--- src/rtl/alu_multicycle.sv ---
// Multi-cycle ALU: single-cycle logic/compare ops plus an iterative shift-add multiply.
// Define ALU_MC_DIV_EN to add iterative restoring DIVU/REMU (ops 12/13).
module alu_multicycle #(
  parameter int WIDTH = 32,
  parameter int OP_W  = 5
) (
  input  logic             clk,
  input  logic             reset,
  input  logic             in_valid,
  output logic             in_ready,
  input  logic [OP_W-1:0]  op,
  input  logic             imm,
  input  logic [WIDTH-1:0] a,
  input  logic [WIDTH-1:0] b,
  input  logic [WIDTH-1:0] ext,
  output logic             out_valid,
  input  logic             out_ready,
  output logic [WIDTH-1:0] result,
  output logic             true_flag,
  output logic [1:0]       dbg_state
);

  // Handshake: a request transfers on a rising edge with in_valid && in_ready;
  // a result transfers on a rising edge with out_valid && out_ready.
  localparam logic [1:0] S_IDLE = 2'd0;
  localparam logic [1:0] S_CALC = 2'd1;
  localparam logic [1:0] S_DONE = 2'd2;

  localparam logic [OP_W-1:0] OP_ADD  = OP_W'(0);
  localparam logic [OP_W-1:0] OP_SUB  = OP_W'(1);
  localparam logic [OP_W-1:0] OP_SHL1 = OP_W'(2);
  localparam logic [OP_W-1:0] OP_SHR1 = OP_W'(3);
  localparam logic [OP_W-1:0] OP_AND  = OP_W'(4);
  localparam logic [OP_W-1:0] OP_OR   = OP_W'(5);
  localparam logic [OP_W-1:0] OP_NOT  = OP_W'(6);
  localparam logic [OP_W-1:0] OP_EQ   = OP_W'(7);
  localparam logic [OP_W-1:0] OP_LTU  = OP_W'(8);
  localparam logic [OP_W-1:0] OP_NE   = OP_W'(9);
  localparam logic [OP_W-1:0] OP_TRUE = OP_W'(10);
  localparam logic [OP_W-1:0] OP_MUL  = OP_W'(11);
`ifdef ALU_MC_DIV_EN
  localparam logic [OP_W-1:0] OP_DIVU = OP_W'(12);
  localparam logic [OP_W-1:0] OP_REMU = OP_W'(13);
`endif

  localparam int CNT_W = $clog2(WIDTH);
  localparam logic [CNT_W-1:0] CNT_LAST = CNT_W'(WIDTH - 1);

  logic [1:0]       state_q, state_d;
  logic [WIDTH-1:0] a_q, a_d;      // MUL: shifting multiplicand; DIV: quotient/dividend
  logic [WIDTH-1:0] b_q, b_d;      // MUL: shifting multiplier; DIV: divisor
  logic [WIDTH-1:0] acc_q, acc_d;  // MUL: partial product; DIV: partial remainder
  logic [CNT_W-1:0] cnt_q, cnt_d;
  logic [WIDTH-1:0] result_q, result_d;
  logic             flag_q, flag_d;
`ifdef ALU_MC_DIV_EN
  logic [OP_W-1:0]  op_q, op_d;
  logic [WIDTH:0]   rem_sh, rem_sub;
  logic             rem_ge;
`endif

  logic [WIDTH-1:0] op_b;
  logic [WIDTH-1:0] sc_res;
  logic             sc_flag;
  logic             is_multi;
  logic [WIDTH-1:0] mul_acc_nx;

  assign op_b = imm ? ext : b;

  always_comb begin
    sc_res   = '0;
    sc_flag  = 1'b0;
    is_multi = 1'b0;
    case (op)
      OP_ADD:  sc_res = a + op_b;
      OP_SUB:  sc_res = a - op_b;
      OP_SHL1: sc_res = a << 1;
      OP_SHR1: sc_res = a >> 1;
      OP_AND:  sc_res = a & b;
      OP_OR:   sc_res = a | b;
      OP_NOT:  sc_res = ~a;
      OP_EQ:   begin sc_flag = (a == b);    sc_res = WIDTH'(sc_flag); end
      OP_LTU:  begin sc_flag = (a < op_b);  sc_res = WIDTH'(sc_flag); end
      OP_NE:   begin sc_flag = (a != b);    sc_res = WIDTH'(sc_flag); end
      OP_TRUE: sc_flag = 1'b1;
      OP_MUL:  is_multi = 1'b1;
`ifdef ALU_MC_DIV_EN
      OP_DIVU, OP_REMU: is_multi = 1'b1;
`endif
      default: ;
    endcase
  end

  assign mul_acc_nx = acc_q + (b_q[0] ? a_q : '0);

`ifdef ALU_MC_DIV_EN
  // Remainder stays below the divisor, so the top bit of the difference is the borrow.
  assign rem_sh  = {acc_q, a_q[WIDTH-1]};
  assign rem_sub = rem_sh - {1'b0, b_q};
  assign rem_ge  = ~rem_sub[WIDTH];
`endif

  always_comb begin
    state_d  = state_q;
    a_d      = a_q;
    b_d      = b_q;
    acc_d    = acc_q;
    cnt_d    = cnt_q;
    result_d = result_q;
    flag_d   = flag_q;
`ifdef ALU_MC_DIV_EN
    op_d     = op_q;
`endif
    case (state_q)
      S_IDLE: begin
        if (in_valid) begin
          a_d   = a;
          b_d   = op_b;
          acc_d = '0;
          cnt_d = '0;
`ifdef ALU_MC_DIV_EN
          op_d  = op;
`endif
          if (is_multi) begin
            state_d = S_CALC;
          end else begin
            result_d = sc_res;
            flag_d   = sc_flag;
            state_d  = S_DONE;
          end
        end
      end
      S_CALC: begin
        cnt_d = cnt_q + 1'b1;
`ifdef ALU_MC_DIV_EN
        if (op_q == OP_MUL) begin
          acc_d = mul_acc_nx;
          a_d   = a_q << 1;
          b_d   = b_q >> 1;
        end else begin
          acc_d = rem_ge ? rem_sub[WIDTH-1:0] : rem_sh[WIDTH-1:0];
          a_d   = {a_q[WIDTH-2:0], rem_ge};
        end
`else
        acc_d = mul_acc_nx;
        a_d   = a_q << 1;
        b_d   = b_q >> 1;
`endif
        if (cnt_q == CNT_LAST) begin
          cnt_d   = '0;
          flag_d  = 1'b0;
          state_d = S_DONE;
`ifdef ALU_MC_DIV_EN
          result_d = (op_q == OP_DIVU) ? a_d : acc_d;
`else
          result_d = acc_d;
`endif
        end
      end
      S_DONE: begin
        if (out_ready) state_d = S_IDLE;
      end
      default: state_d = S_IDLE;
    endcase
  end

  always_ff @(posedge clk) begin
    if (reset) begin
      state_q  <= S_IDLE;
      a_q      <= '0;
      b_q      <= '0;
      acc_q    <= '0;
      cnt_q    <= '0;
      result_q <= '0;
      flag_q   <= 1'b0;
`ifdef ALU_MC_DIV_EN
      op_q     <= '0;
`endif
    end else begin
      state_q  <= state_d;
      a_q      <= a_d;
      b_q      <= b_d;
      acc_q    <= acc_d;
      cnt_q    <= cnt_d;
      result_q <= result_d;
      flag_q   <= flag_d;
`ifdef ALU_MC_DIV_EN
      op_q     <= op_d;
`endif
    end
  end

  assign in_ready  = (state_q == S_IDLE);
  assign out_valid = (state_q == S_DONE);
  assign result    = result_q;
  assign true_flag = flag_q;
  assign dbg_state = state_q;

endmodule

--- config.mk ---
export PLATFORM = sky130hd
export DESIGN_NAME = alu_multicycle
export DESIGN_NICKNAME = d
export VERILOG_FILES = /design/src/rtl/alu_multicycle.sv
export SDC_FILE = /design/constraint.sdc
export NUM_CORES = 1
export LEC_CHECK = 0
export ABC_AREA = 1
export CORE_MARGIN = 5
export CORE_UTILIZATION = 40
export DETAILED_ROUTE_END_ITERATION = 7
export SYNTH_ARGS = -nofsm -noshare
export SYNTH_HDL_FRONTEND = slang
export SYNTH_SLANG_ARGS = --single-unit
--- constraint.sdc ---
create_clock -name clk -period 3.2 [get_ports clk]
set_input_delay 0.8 -clock clk [delete_from_list [all_inputs] [get_ports clk]]
set_output_delay 0.8 -clock clk [all_outputs]
set_load 0.03 [all_outputs]
[Word level (Yosys, flattened, before mapping)]
Index checks and enable logic that the tools add are counted.
Cells by class
  add/sub/neg operators: 4
  $lt $le $gt $ge: 1
  equal/unequal tests: 20
  multiplexer cells: 27
  bitwise operators: 3
  reductions and logical operators: 6
Operators by type and width (count)
  case mux 32 bit (10 select lines): 1
  two-way mux 32 bit: 8
  case mux 32 bit (2 select lines): 4
  adder 32 bit: 2
  AND 32 bit: 1
  == test 32 bit: 1
  < comparator 32 bit: 1
  != test 32 bit: 1
  NOT 32 bit: 1
  bitwise OR 32 bit: 1
  subtractor 32 bit: 1
  == test 5 x 3 -> 1 bit, second input constant: 4
  == test 5 x 4 -> 1 bit, second input constant: 4
  == test 5 x 2 -> 1 bit, second input constant: 2
  two-way mux 5 bit: 2
  case mux 5 bit (2 select lines): 1
  two-way mux 2 bit: 4
  != test 2 bit, second input constant: 3
  case mux 2 bit (3 select lines): 1
  adder 5 x 1 -> 5 bit, second input constant: 1
  == test 5 x 1 -> 1 bit, second input constant: 1
  == test 5 bit, second input constant: 1
  zero test 5 bit: 1
  two-way mux 1 bit: 4
  10 further kinds: 10
Storage, ports and cells
  flip-flop bits (word level): 136
  input port bits: 106
  output and inout port bits: 37
  logic and storage cells: 68

[Logic depth before layout (Yosys ltp)]
Gate-level depths: netlist (run 1).
  word-level depth: 6
  depth in mapped cells: 23
  depth with buffers taken out: 20

[Least setup slack after synthesis (run 1)]
OpenSTA, ideal clock, no wires.
  path type: input to register
  start: input port imm
  end: register result_q[0] (netlist: result[0])
  library setup time: 0.070 ns
  arrival: 3.187 ns
  data required time: 3.130 ns
  setup slack: -0.057 ns
  stages: 19
  path buffers: 2
  cells stage by stage: clkbuf_1 clkbuf_1 nand2_1 o21ai_0 ha_1 inv_1 fa_1 nand2_1 inv_1 nand2_1 nand3_1 nand2_1 nand2_1 nand2_1 nand3_1 a21o_1 nand3_1 nand2_1 a21oi_1
On the way
  longest elaborated chain between the ends: 6
  elaborated cells on any way between the ends: 8
  classes of those cells: add/sub: 2; order compare: 1; mux: 5
RTL lines
  from (decl): RTL line 12  | input logic imm,
  two-way mux 32 bit (*): RTL line 68  | assign op_b = imm ? ext : b;
  subtractor 32 bit (tied with other cells): RTL line 76  | OP_SUB: sc_res = a - op_b;
  case mux 32 bit (10 select lines) (*): RTL line 74  | case (op)
  two-way mux 32 bit (*): RTL line 124  | if (is_multi) begin
  two-way mux 32 bit (*): RTL line 116  | if (in_valid) begin
  case mux 32 bit (2 select lines) (*): RTL line 114  | case (state_q)
  to (signal assigned): RTL line 185  | result_q <= result_d;
  to (decl): RTL line 54  | logic [WIDTH-1:0] result_q, result_d;
Mark *: on every way between the ends. The rest lies on a longest branch, timed or not. The select of a mux whose other input is x is not followed.
A chain may end at the register's enable or synchronous reset.

[Worst setup path after layout (run 1)]
  start: input port b[17]
  end: register result_q[0] (netlist: result[0])
On the way
  longest elaborated chain between the ends: 6
  elaborated cells on any way between the ends: 8
  classes of those cells: order compare: 1; eq/ne: 2; mux: 5
RTL lines
  from (decl): RTL line 14  | input logic [WIDTH-1:0] b,
  two-way mux 32 bit: RTL line 68
  < comparator 32 bit: RTL line 83  | OP_LTU: begin sc_flag = (a < op_b); sc_res = WIDTH'(sc_flag); end
  case mux 32 bit (10 select lines) (*): RTL line 74
  two-way mux 32 bit (*): RTL line 124
  two-way mux 32 bit (*): RTL line 116
  case mux 32 bit (2 select lines) (*): RTL line 114
Marks and branches as above.

==> results of run 1 <==
[worst max-delay path, cell delays in order]
cell and delay, ns:
clkdlybuf4s50_1 0.59, inv_1 0.09, buf_4 0.14, ha_1 0.26
nor2_1 0.14, nand2_1 0.12, nor2_1 0.23, nand2_2 0.19
nor2_4 0.19, nor2_1 0.11, nor4_2 0.35, buf_4 0.17
nand3_1 0.05, nand2_1 0.06, a21oi_1 0.06
[flip-flops by register name, summed over array words and instances (netlist names)]
register,count
dbg_state,2
true_flag,1
a_q,32
b_q,32
acc_q,32
result,32
cnt_q,5
[area by class of cell]
class,count,area (µm²)
diodes,2,5.00
clock buffers,17,425
clock inverters,15,131
fillers,3861,16300
inverters,406,1530
multi-input cells,1963,10900
flip-flops and latches,136,2720
well taps,511,639
repair buffers,562,4780
[layout by cell type, fill, tap and decap left out, drive strengths merged, types with 9 or more instances in the layout]
| master | n |
|---|---|
| nand3 | 192 |
| o211ai | 28 |
| inv | 413 |
| a31oi | 46 |
| dfxtp | 136 |
| nand4 | 18 |
| nand2 | 741 |
| a21oi | 206 |
| o22ai | 61 |
| ha | 161 |
| o21ai | 172 |
| buf | 421 |
| nand3b | 9 |
| nor2 | 225 |
| o21bai | 14 |
| nor3 | 44 |
| clkbuf | 18 |
| clkdlybuf4s50 | 136 |
[cells by family (layout without fill, tap and decap cells)]
kind of cell,after synthesis,count (layout),synth area share (%)
xor gates and xnor gates,3,3,0.175
DFF,136,136,18.1
buffers and inverters,518,1000,13.5
and+or+nand+nor,1252,1252,34.4
adders and majority gates,164,164,13.8
AOI/OAI and AO/OA,544,544,20.0
other,0,2,0
[stage by stage]
step / power (µW) / hold WS, ns / area [µm²] / setup WS [ns] / instances
final: 6740 / 0.460 / 21100 / -0.00139 / 3612
after detailed placement: 4560 / 0.454 / 19900 / -0.755 / 3573
after global routing: 7080 / 0.486 / 21100 / -0.0439 / 3612
after floorplan: 3170 / 0.442 / 15000 / 0.0489 / 2617
after global placement: 4550 / 0.450 / 19900 / -0.736 / 3573
after CTS: 6580 / 0.465 / 20500 / 0.00654 / 3606
[where the power goes]
group          total [µW]  switching (µW)  internal [µW]
clock                1990             970           1020
sequential           1880            84.6           1800
combinational        2870            1630           1240
total                6740            2690           4050
[repair_timing]
action                     4_1_cts  5_1_grt
setup endpoints to repair       18       27
gates cloned                     0        1
setup buffers                    1        3
gates resized for setup         34      144
pin swaps                        1       10
[how the worst max path moves through the flow]
| stage | startpoint | end | slack, ns |
|---|---|---|---|
| global route | b[0] | result[26]$_SDFFE_PP0P_ | -0.04 |
| CTS | b[14] | result[30]$_SDFFE_PP0P_ | 0.007 |
| detailed placement | b[9] | true_flag$_SDFFE_PP0P_ | -0.75 |
| floorplan | imm | result[0]$_SDFFE_PP0P_ | 0.05 |
| global placement | b[5] | result[22]$_SDFFE_PP0P_ | -0.74 |
| finish | b[17] | result[0]$_SDFFE_PP0P_ | -0.001 |
[metal layers]
layer | GRT usage (%) | vias to the layer above
met1 | 41.3 | 8889
met5 | 0 | -
met2 | 56.1 | 681
li1 | - | 9457
met3 | 4.36 | 152
met4 | 15.7 | 0
==> results.md, run 1 <==
* Outcome: finished, violations left
* Failing checks: setup timing
* Total wire length at between 70000 and 80000 µm
* Overall routing resource usage at about a third
* WS Path Type: in2reg
* Yosys reg bits at roughly 140
* CP Max Fanout at 2
* Netlist Area Pre-Place at around 15000 µm²
* Critical path required time at around 3.6 ns
* Reg2Reg Setup Slack at between 0.2 and 0.3 ns
* Hold EP: b_q[20]$_SDFFE_PP0P_
* DIE AREA at ~42000 µm²
* Wl on met1 at between 30000 and 40000 µm
* Vias at 19200
* Clk slew on worst S/H paths at roughly 0.08 ns
* Setup TNS Final at -0.00139 ns
* Area Overhead vs Synth at 40.5%
* Synth async-reset ratio at 0%
* Nets at 3356
* Die height at 204 µm
* Clk_skew at between 0.009 and 0.01 ns
* Final Critical Period at between 3 and 4 ns
* R2R cell count at 17
* CTS Root Buffer Type: clkbuf_16
* Clk buf depth at 2
* Avg Inst Size Synth at between 5 and 6 µm²
* Hold Startpoint: b_q[20]$_SDFFE_PP0P_
* Most used DFF post-synth: dfxtp_1
* Highest Signal Layer: met4
* Maximum VDD drop at slightly below 0.4 mV
* Cell with the most instances after synthesis: nand2_1
* Vias per inst at approximately 5.3
* Quantity of hold-fixing buffers added after cts at 0
* FMAX at roughly 0.31 GHz
* Power per Cell Area at between 300 and 400 nW/µm²
* Synth area leaders: nand2_1 (18%), dfxtp_1 (18%), ha_1 (13%)
* Post-synth top cells: nand2_1 (740), inv_1 (402), nor2_1 (221), a21oi_1 (206), nand3_1 (192)
* CTS H-tree lvls at 4
* Syn_nets at 2887
* Worst reg2reg endpoint: result[29]$_SDFFE_PP0P_
* Row cnt at 71
* Total core area at around 37000 µm²
* Final core occ at between 50% and 60%
* Iter 0 DRT Violations at roughly 1600
* Die width at ~200 µm
* Post-route ant nets at 0
* Synthesized instance count at about 2600
* I/O pins at between 100 and 150
* Max Cap Violations at 0
* Worst slew margin at 32.2%
* Grt ovf at 0
* Yosys warns at 0
* Crit path DAT at 3.56 ns
* Met3 Wirelength at about 3900 µm
* RD Place Congestion at just over 1
* Slew Limit Fails at 0
* Largest net degree at the start of global routing at 93
* Initial antenna violation count at 1
* TritonCTS buffer count at 17
* Detailed placement HPWL at roughly 57000 µm
* Hold path depth at 2
* RR Startpoint: b_q[0]$_SDFFE_PP0P_
* Synth top area share at ~18%
* Synth cell types at 43
* Worst min-delay path class: reg2reg
* Setup violations, final at 1
* Vias in the first global route at roughly 18000
* Worst Tran Pin Value at approximately 1.0 ns
* Starting Density at approximately 40%
* Pleak at ~0.011 µW
* First-pass iteration count of the detailed router at 5
* Final WS setup at -0.00139 ns
* First-pass GRT wire length at 105000 µm
* RSZ-0062 raised after global routing: yes
* Seq/Total Area, Yosys at between 10% and 20%
* Port bufs at ~140
* Wire per inst at approximately 20 µm
* Clock sink count at between 100 and 150
* Remaining DRCs at 0
* Post-synth EDFFs at 0
* Final hold vios at 0
* Crit end category: register
* Fin crit share at 100%
* TritonCTS clock tree: yes
* Met2 WL at 32900 µm
* Startpoint Class: input pin
* Share of layout cells above drive strength 1 at 18.6%
* Clk_lat worst skew at approximately 0.47 ns
* Area leader, netlist: nand2_1
No activity file was read; power rests on OpenSTA's default activity.
==> run 2: changes to the inputs <==
GPL_ROUTABILITY_DRIVEN = 0   (was default)
==> results.md, run 2 (synthesis gave the netlist of run 1 again) <==
* Sw Pwr at ~2500 µW
* Clock power share at 29.2%
* TritonCTS buffer count at 17
* Cell mode on critical path: nand2_1
* Setup violations, final at 0
* Vias per inst at 5.31
* Final WS setup at 0.0879 ns
* Hold_ws at about 0.46 ns
* FMAX at 0.321 GHz
* Initial antenna violation count at 0
* Setup TNS Final at 0 ns
* Die height at approximately 200 µm
* Crit path cell chain: clkdlybuf4s50_1 -> inv_2 -> o21ai_4 -> ha_1 -> inv_1 -> fa_2 -> nand2_1 -> inv_1 -> nand2_1 -> nand3_4 -> nand2_2 -> nand2_2 -> nand2_1 -> nand3_1 -> a21o_1 -> nand3_1 -> nand2_1 -> a21oi_1
* Commonest non-fill, non-tap cell in the layout: nand2_1
* Max Cap Violations at 0
* DIE AREA at 41600 µm²
* Detailed placement HPWL at about 50000 µm
* TritonCTS clock tree: yes
* Power per Cell Area at between 300 and 400 nW/µm²
* Outcome: finished, final reports clean
* FF/Latch Area at between 2000 and 3000 µm²
* Worst reg2reg endpoint: result[30]$_SDFFE_PP0P_
* Fin crit share at 97.3%
* Worst min-delay path class: reg2reg
* Switch share at roughly two fifths
* CP Max Fanout at 6
* Clk buf depth at 2
* Final cell count without fillers at roughly 3600
* Combinational share of power at between 40% and 50%
* Total internal power at between 4000 and 5000 µW
* Startpoint Class: input pin
* End of the critical path: result[0]$_SDFFE_PP0P_
* Worst Setup SP: b[0]
* Area Overhead vs Synth at 38.4%
* R2R cell count at 15
* Reg2Reg Setup Slack at approximately 0.4 ns
* Placement Setup Slack at -0.654 ns
* Largest net degree at the start of global routing at between 100 and 150
* Vias at roughly 19000
* Die width at 204 µm
* Critical path required time at roughly 3.6 ns
* Slowest CP cell: clkdlybuf4s50_1
* Pleak at approximately 0.011 µW
* Worst Tran Pin Value at 0.925 ns
* Post-route ant nets at 0
* Crit path DAT at about 3.5 ns
* FILL cells at 3746
* Remaining DRCs at 0
* Commonest non-fill, non-tap cells in the layout: nand2_1 (727), inv_1 (401), buf_4 (390)
* Clk_skew at ~0.017 ns
* Vias in the first global route at 17600
* CP bufs+invs at 4
* ANT cells at 0
* Total wire length at about 64000 µm
* Wire per inst at around 18 µm
* Starting Density at between 40% and 50%
* Clock sink count at about 140
* Quantity of hold-fixing buffers added after cts at 0
* Slew Limit Fails at 0
* Multi-input logic area at 10800 µm²
* Final hold vios at 0
* Max incr delay on CP at 0.51 ns
* Iter 0 DRT Violations at approximately 1700
* Share of layout cells above drive strength 1 at about 18%
* CTS H-tree lvls at 4
* Crit. path cell count at 18
* Delay-heaviest family, CP: simple AND/OR/NAND/NOR gates
* First-pass GRT wire length at a little under 100000 µm
* RR Startpoint: b_q[0]$_SDFFE_PP0P_
* First-pass iteration count of the detailed router at 6
* Proportion of power drawn by flip-flops and latches at approximately 29%
* Clk_lat worst skew at 0.46 ns
* Clk slew on worst S/H paths at 0.06 ns
* RSZ-0062 raised after global routing: yes
* WS Path Type: in2reg
* Final Critical Period at 3.11 ns
* CTS Root Buffer Type: clkbuf_16
* Crit end category: register
* Worst slew margin at a little under two fifths
* Placed Cells at approximately 3600
* Port bufs at around 140
* Maximum VDD drop at just under 0.3 mV
* Grt ovf at 0
* Row cnt at 71
* I/O pins at 143
* Overall routing resource usage at slightly below 30%
* Nets at approximately 3300
* Total core area at around 37000 µm²
==> run 2: tightest hold or removal path, delay by kind of cell, from the launching register on <==
| family | cells | cell delay, ns |
|---|---|---|
| simple gates | 1 | 0.06 |
| flops | 1 | 0.31 |
| compound gates | 1 | 0.05 |
==> run 2: layout make-up <==
| cell class | count | share of cell area [%] |
|---|---|---|
| clock buffers | 20 | 2.15 |
| multi-input cells | 1963 | 52.0 |
| repair buffers | 543 | 21.9 |
| flip-flops and latches | 136 | 13.1 |
| inverters | 406 | 7.34 |
| well taps | 511 | 3.07 |
| clock inverters | 12 | 0.457 |
==> run 2: worst min-delay path by stage <==
stage	startpoint	endpoint	slack, ns	depth (start not counted)
2_1_floorplan	b_q[12]$_SDFFE_PP0P_	b_q[12]$_SDFFE_PP0P_	0.44	2
3_3_place_gp	b_q[20]$_SDFFE_PP0P_	b_q[20]$_SDFFE_PP0P_	0.45	2
3_5_place_dp	b_q[20]$_SDFFE_PP0P_	b_q[20]$_SDFFE_PP0P_	0.45	2
4_1_cts	b_q[20]$_SDFFE_PP0P_	b_q[20]$_SDFFE_PP0P_	0.46	2
5_1_grt	b_q[14]$_SDFFE_PP0P_	b_q[14]$_SDFFE_PP0P_	0.48	2
6_report	b_q[20]$_SDFFE_PP0P_	b_q[20]$_SDFFE_PP0P_	0.46	2
==> run 2: through the flow <==
stage          utilization (%)  instance area, µm²  total power [µW]
3_5_place_dp              52.7               19700              4450
2_1_floorplan                -               15000              3170
6_report                  55.6               20800              6540
4_1_cts                   54.3               20300              6390
5_1_grt                   55.6               20800              6880
3_3_place_gp              52.7               19700              4430
==> run 2: metal layers <==
layer  vias up  share of wire [%]  global-route usage (%)  wire, µm
li1       9413                  -                       -         -
met1      8601                 42                    38.8     27300
met2       896                 44                    48.3     28400
met3       171                7.7                    4.38      4940
met4         0                5.8                    14.5      3720
met5         -                  0                       0         0
==> run 2: power groups by stage <==
stage                     clock [µW]  combinational, µW  sequential (µW)
after floorplan                    0               1220             1950
after global placement             0               2520             1900
after detailed placement           0               2550             1910
after CTS                       1930               2580             1870
after global routing            2000               3000             1880
final                           1910               2760             1870
==> run 2: timing repair <==
action	4_1_cts	5_1_grt
endpoints found under the setup margin	22	27
endpoints found under the hold margin	0	0
pin swaps	1	6
cloned	0	0
resized for setup	26	129
setup buffers	1	1
